### config.mk
export PLATFORM = sky130hd
export DESIGN_NAME = fwd_hazard_ctrl
export DESIGN_NICKNAME = d
export VERILOG_FILES = /design/src/rtl/fwd_hazard_ctrl.sv
export SDC_FILE = /design/constraint.sdc
export NUM_CORES = 1
export LEC_CHECK = 0
export ABC_CLOCK_PERIOD_IN_PS = 2600
export CAP_MARGIN = 0
export CORE_UTILIZATION = 48
export CTS_BUF_LIST = sky130_fd_sc_hd__clkbuf_16
export DETAILED_ROUTE_END_ITERATION = 16
export PLACE_DENSITY = 0.8
export SLEW_MARGIN = 20
export SYNTH_ARGS = -nofsm -noshare
export SYNTH_HDL_FRONTEND = slang
export SYNTH_SLANG_ARGS = --single-unit
### constraint.sdc
create_clock -name clk -period 2.6 [get_ports clk]
set_clock_uncertainty 0.15 [all_clocks]
set_input_delay 0.52 -clock clk [delete_from_list [all_inputs] [get_ports clk]]
set_output_delay 0.52 -clock clk [all_outputs]
set_load 0.02 [all_outputs]
### src/rtl/fwd_hazard_ctrl.sv
// Forwarding and hazard control for the RV32I five-stage pipeline: tracks in-flight
// destinations, produces the EX operand Mux4 selects, load-use stall and branch flush.
module fwd_hazard_ctrl #(
    parameter int CNT_W  = 16,
    parameter int XREG_W = 5
) (
    input  logic              clk,
    input  logic              rst_n,
    input  logic              id_valid,
    input  logic [XREG_W-1:0] id_rs1,
    input  logic [XREG_W-1:0] id_rs2,
    input  logic              id_use_rs1,
    input  logic              id_use_rs2,
    input  logic [XREG_W-1:0] id_rd,
    input  logic              id_reg_write,
    input  logic              id_mem_read,
    input  logic              ex_branch_taken,
    output logic              stall,
    output logic              flush,
    output logic [1:0]        fwd_a_sel,
    output logic [1:0]        fwd_b_sel,
    output logic [CNT_W-1:0]  stall_count,
    output logic [CNT_W-1:0]  flush_count
);

    localparam logic [1:0] SEL_RF  = 2'b00;
    localparam logic [1:0] SEL_EX  = 2'b01;
    localparam logic [1:0] SEL_MEM = 2'b10;

    logic              ex_vld;
    logic              ex_wr;
    logic              ex_ld;
    logic [XREG_W-1:0] ex_rd;
    logic              mem_vld;
    logic              mem_wr;
    logic [XREG_W-1:0] mem_rd;

    logic hit_ex_rs1;
    logic hit_ex_rs2;
    logic hit_mem_rs1;
    logic hit_mem_rs2;
    logic load_use;
    logic advance;
    logic [1:0] next_a_sel;
    logic [1:0] next_b_sel;

    function automatic logic slot_hit(input logic vld, input logic wr,
                                      input logic [XREG_W-1:0] rd,
                                      input logic [XREG_W-1:0] rs);
        return vld & wr & (rd == rs) & (rs != '0);
    endfunction

    // A load in EX cannot forward its ALU result; it is resolved from MEM/WB after the stall.
    function automatic logic [1:0] pick_sel(input logic use_rs, input logic hit_ex,
                                            input logic hit_mem, input logic ld_in_ex);
        if (use_rs & hit_ex & ~ld_in_ex) begin
            return SEL_EX;
        end else if (use_rs & hit_mem) begin
            return SEL_MEM;
        end
        return SEL_RF;
    endfunction

    function automatic logic [CNT_W-1:0] sat_inc(input logic [CNT_W-1:0] c);
        return (&c) ? c : c + 1'b1;
    endfunction

    assign hit_ex_rs1  = slot_hit(ex_vld, ex_wr, ex_rd, id_rs1);
    assign hit_ex_rs2  = slot_hit(ex_vld, ex_wr, ex_rd, id_rs2);
    assign hit_mem_rs1 = slot_hit(mem_vld, mem_wr, mem_rd, id_rs1);
    assign hit_mem_rs2 = slot_hit(mem_vld, mem_wr, mem_rd, id_rs2);

    assign load_use = ex_ld & ((id_use_rs1 & hit_ex_rs1) | (id_use_rs2 & hit_ex_rs2));

    assign flush   = ex_branch_taken;
    assign stall   = id_valid & load_use & ~ex_branch_taken;
    assign advance = id_valid & ~stall & ~flush;

    assign next_a_sel = pick_sel(id_use_rs1, hit_ex_rs1, hit_mem_rs1, ex_ld);
    assign next_b_sel = pick_sel(id_use_rs2, hit_ex_rs2, hit_mem_rs2, ex_ld);

    // ID -> EX -> MEM boundary: MEM always advances; EX takes ID or becomes a bubble.
    always_ff @(posedge clk or negedge rst_n) begin
        if (!rst_n) begin
            ex_vld      <= 1'b0;
            ex_wr       <= 1'b0;
            ex_ld       <= 1'b0;
            mem_vld     <= 1'b0;
            mem_wr      <= 1'b0;
            fwd_a_sel   <= SEL_RF;
            fwd_b_sel   <= SEL_RF;
            stall_count <= '0;
            flush_count <= '0;
        end else begin
            mem_vld   <= ex_vld;
            mem_wr    <= ex_wr;
            ex_vld    <= advance;
            ex_wr     <= id_reg_write;
            ex_ld     <= id_mem_read;
            fwd_a_sel <= advance ? next_a_sel : SEL_RF;
            fwd_b_sel <= advance ? next_b_sel : SEL_RF;
            if (stall) begin
                stall_count <= sat_inc(stall_count);
            end
            if (flush) begin
                flush_count <= sat_inc(flush_count);
            end
        end
    end

    // Register indices are qualified by the slot valids, so they carry no reset.
    always_ff @(posedge clk) begin
        mem_rd <= ex_rd;
        ex_rd  <= id_rd;
    end

endmodule

# ---- Yosys cells after proc, flatten, opt, wreduce, memory -nomap -nowiden
# Cells that the tools add are included.
# W data, S select, Z words.
dict set report word_totals {
  word_cells 62
  in_bits 23
  reg_bits 51
  out_inout_bits 38
}
dict set report classes {
  n_addsub 2
  n_eq_ne 4
  reduce_logical 6
  n_bitwise 27
  muxes 12
}
# cell count
set ops {}
lappend ops {{$add A16 B1 Y16 const B} 2}
lappend ops {{$reduce_and A16 Y1} 2}
lappend ops {{$and A1 B1 Y1} 21}
lappend ops {{$eq A5 B5 Y1} 4}
lappend ops {{$mux W2} 8}
lappend ops {{$reduce_bool A5 Y1} 2}
lappend ops {{$not A1 Y1} 5}
lappend ops {{$mux W1} 4}
lappend ops {{$reduce_and A2 Y1} 2}
lappend ops {{$or A1 B1 Y1} 1}

# ---- Logic depth before layout (Yosys ltp)
dict set report logic_depth {
  ltp_word 12
  depth_mapped 7
}

# ---- Least setup slack after synthesis
# No wires, ideal clock.
dict set report synth_timing {
  kind {in2out}
  start {input port id_rs1[2]}
  end {output port stall}
  cell_stages 5
  arrival_ps 1801
  required_ps 1930
  setup_slack_ps 129
  cell_sequence {xnor2_1 nand4_1 or4_1 buf_2 a21oi_2}
}
dict set report synth_between {
  elab_chain_cells 8
  word_cells_on_any_way 9
}
# item line_no
set synth_lines {}
lappend synth_lines {{start, declared} 10} ;# input logic [XREG_W-1:0] id_rs1,
lappend synth_lines {{$eq A5 B5 Y1} 50} ;# return vld & wr & (rd == rs) & (rs != '0);
lappend synth_lines {{$and A1 B1 Y1} 50}
lappend synth_lines {{$and A1 B1 Y1 (*)} 50}
lappend synth_lines {{$and A1 B1 Y1 (*)} 73} ;# assign load_use = ex_ld & ((id_use_rs1 & hit_ex_rs1) | (id_use_rs2 & hit_ex_rs2));
lappend synth_lines {{$or A1 B1 Y1 (*)} 73}
lappend synth_lines {{$and A1 B1 Y1 (*)} 73}
lappend synth_lines {{$and A1 B1 Y1 (*) (2 in series)} 76} ;# assign stall = id_valid & load_use & ~ex_branch_taken;
lappend synth_lines {{end, declared} 18} ;# output logic stall,
# Every way passes the cells marked *; elsewhere a longest branch is shown, timed or not.

# ---- Worst setup path after layout
dict set report layout_timing {
  start {input port id_rs1[1]}
  end {output port stall}
}
# Same word-level chain as after synthesis.

==> metrics <==
row cnt 24; post-DP HPWL 3563 µm; die width 70.25 µm; critical path arrival 1.88 ns; PortBufs 60; crit-path cells dlygate4sd2_1 -> buf_4 -> xor2_1 -> or4_4 -> a21oi_4 -> buf_6; initial drt markers 135; worst hold-check path type in2async; register area share after synthesis 0.5484; CP Capture Point stall; worst-margin pin slew 0.8928 ns; Hold Vio Cnt, Final 0; vias per cell 5.307; post-synth cell types 32; Area Growth Syn to Fin 38.95%; Flop pwr share 0.477; share of the synthesized area in the top cell type 0.4589; remaining global-route overflow 0; critical path's largest stage delay 0.51 ns; first-pass GRT wire length 8045 µm; DP Cell Count 321; ys flop type dfrtp_1; Max Clk Rate 0.3915 GHz; H-tree level count 2; Clk pin slew, worst setup/hold paths 0.06 ns; status completed; worst r2r path cells 8; Layout Nets 301; starting density of the core 0.5065; RSZ-0062 raised after global routing no; Clock Path Buffers 2; IO Pins 61; share of post-route cells with drive strength above 1 0.1227; Logic pwr share 0.182; Final ANT Viol Nets 0; placer congestion estimate 0.9059; CTS tree done; Post-Synth Adder-Cell Area 0.01119; DIE HEIGHT 70.25 µm; ant diodes 0; Critical Path RT 1.93 ns; pin count of the biggest net entering global routing 42; CORE AREA 4414 µm²; Post-synth EDFFs 0; area leader, netlist dfrtp_1; Gate Count Post-Synth 202; post-layout util 0.7038; P_sw 0.0005187 W; Clock Tree Root clkbuf_16; top cells by area, synth dfrtp_1, xnor2_1, dfxtp_1; Die ar. 4935 µm²; Worst slew margin 0.4048; cell area power density 634.8 nW/µm²; Worst-Skew Late Latency 0.28 ns; Syn Std Cell Area 2236 µm²; all-layer global routing usage 0.2072; Pint 0.001453 W; initial antenna violation count 0; First-pass DRT Iterations 4; CTS buffer count 5; syn_area_per_cell 11.07 µm²; Synth Area in XOR/XNOR 0.1802; largest family of logic cells by synthesized area simple AND/OR/NAND/NOR gates; fin crit period 2.555 ns; Max-Cap Viols 0; Worst setup SP type input pin; total number of yosys warnings 0; Reg-to-Reg End stall_count[3]; number of global-route vias before repair 1757; Crit-path slowest cell or4_4; worst reg2reg setup slack 0.21 ns; Final setup viols 0; clock group share of total power 0.341; post-synthesis mux area share 0.01007; # Post-CTS Setup Buffers 0; sw frac 0.2630; DR vias 1746; Post-route DRC 0; clock tree sinks 51; ys async rst share 0.8039; Peak VDD IR 0.5637 mV; syn_nets 227; crit-path max FO 2; r2r startpoint ex_rd[2]; total power draw 0.001972 W; crit path kind in2out; Compound-Gate Fraction of Synth Area 0.04924; Synth Area in Simple Gates 0.1863; drt wl/cell 14.22 µm; Critical Path Source id_rs1[1]; fin crit share 0.9825; Setup crit end kind output port; hold_buf cts 0; Slew Viols, Final 0; register bit total from synthesis 51; Leakage 1.345 nW; routed wire length 4679 µm; Post-Layout Cell Count 329
cell usage in the layout (no fill, tap or decap), types with 3 or more instances in the layout:
| master | count |
|---|---|
| xor2_1 | 13 |
| xnor2_1 | 32 |
| inv_1 | 4 |
| clkbuf_2 | 7 |
| nand3_1 | 16 |
| buf_4 | 10 |
| nand4_1 | 13 |
| a31oi_1 | 3 |
| and3_1 | 6 |
| nand2_1 | 13 |
| dfxtp_1 | 10 |
| clkbuf_16 | 6 |
| nor2_1 | 10 |
| dfrtp_1 | 41 |
| nor3_1 | 9 |
| clkdlybuf4s50_1 | 47 |
power groups by stage:
stage,clock network (W),registers (W),logic [W]
floorplan,0,0.00100,0.000118
global placement,0,0.000953,0.000355
detailed placement,0,0.000957,0.000364
CTS,0.000688,0.000942,0.000363
global route,0.000726,0.000951,0.000387
finish,0.000672,0.000941,0.000359
Yosys cell counts (2+ instances only):
cell type	instances
buf_2	2
ha_1	2
xnor2_1	33
nand3_1	16
dfrtp_1	41
a21oi_1	2
nor2_1	10
nor4_1	2
inv_1	4
nand4_1	13
o21ai_1	2
and3_1	6
a41oi_1	2
and4_1	2
nand2_1	13
xor2_1	13
nor3_1	9
o21ai_0	2
or4_1	4
a31oi_1	3
dfxtp_1	10
logic make-up (layout without fill, tap and decap cells):
group,after synthesis,in the layout
xor+xnor,46,46
flops,51,51
compound gates,15,15
buf+inv,7,82
simple gates,79,79
mux,2,2
fa+ha+maj,2,2
area by class of cell:
type / count / area, µm²
clock inverters: 2 / 8.758
inverters: 4 / 15.01
repair buffers: 70 / 638.1
multi-input cells: 144 / 1003
flip-flops and latches: 51 / 1226
fillers: 325 / 1308
clock buffers: 6 / 150.1
well taps: 52 / 65.06
per-layer routing:
layer	vias up	part of all wire	track usage	routed length (µm)
met5	-	0	0	0
met3	2	0.034	0.04906	159
met2	48	0.50	0.3386	2347
li1	855	-	-	-
met4	0	0.0038	0.04667	18
met1	841	0.46	0.2801	2154
metrics by stage:
stage / hold WS, ns / worst slack, ns / cell area (µm²) / TNS, ns
2_1_floorplan: 0.07441 / 0.1291 / 2236 / 0
3_3_place_gp: 0.2121 / -0.7441 / 2954 / -5.020
3_5_place_dp: 0.2194 / -0.7620 / 2954 / -5.386
4_1_cts: 0.2333 / 0.0009330 / 3120 / 0
5_1_grt: 0.2565 / 0.007599 / 3107 / 0
6_report: 0.2139 / 0.04539 / 3107 / 0
sequential cells by signal, summed over array words and instances (netlist names):
name,flops
ex_ld,1
ex_rd,5
ex_vld,1
ex_wr,1
flush_count,16
fwd_a_sel,2
fwd_b_sel,2
mem_rd,5
mem_vld,1
mem_wr,1
stall_count,16
worst min-delay path by stage:
stage                                 end  slack (ns)  cells past startpoint
after CTS                          mem_wr        0.23                      0
final                     flush_count[10]        0.21                      1
after detailed placement          mem_vld        0.22                      0
after global placement             mem_wr        0.21                      0
after floorplan                     ex_ld        0.07                      0
after global routing            mem_rd[3]        0.26                      0
worst max-delay path, delay by kind of cell:
| family | cells | cell delay (ns) |
|---|---|---|
| buffers and inverters | 3 | 0.54 |
| xor gates and xnor gates | 1 | 0.14 |
| AOI/OAI and AO/OA | 1 | 0.18 |
| and+or+nand+nor | 1 | 0.51 |
repair_timing:
action,4_1_cts,5_1_grt
setup endpoints to repair,9,1
pin swaps,5,10
resized for setup,22,16
(Power assumes the default switching activity.)
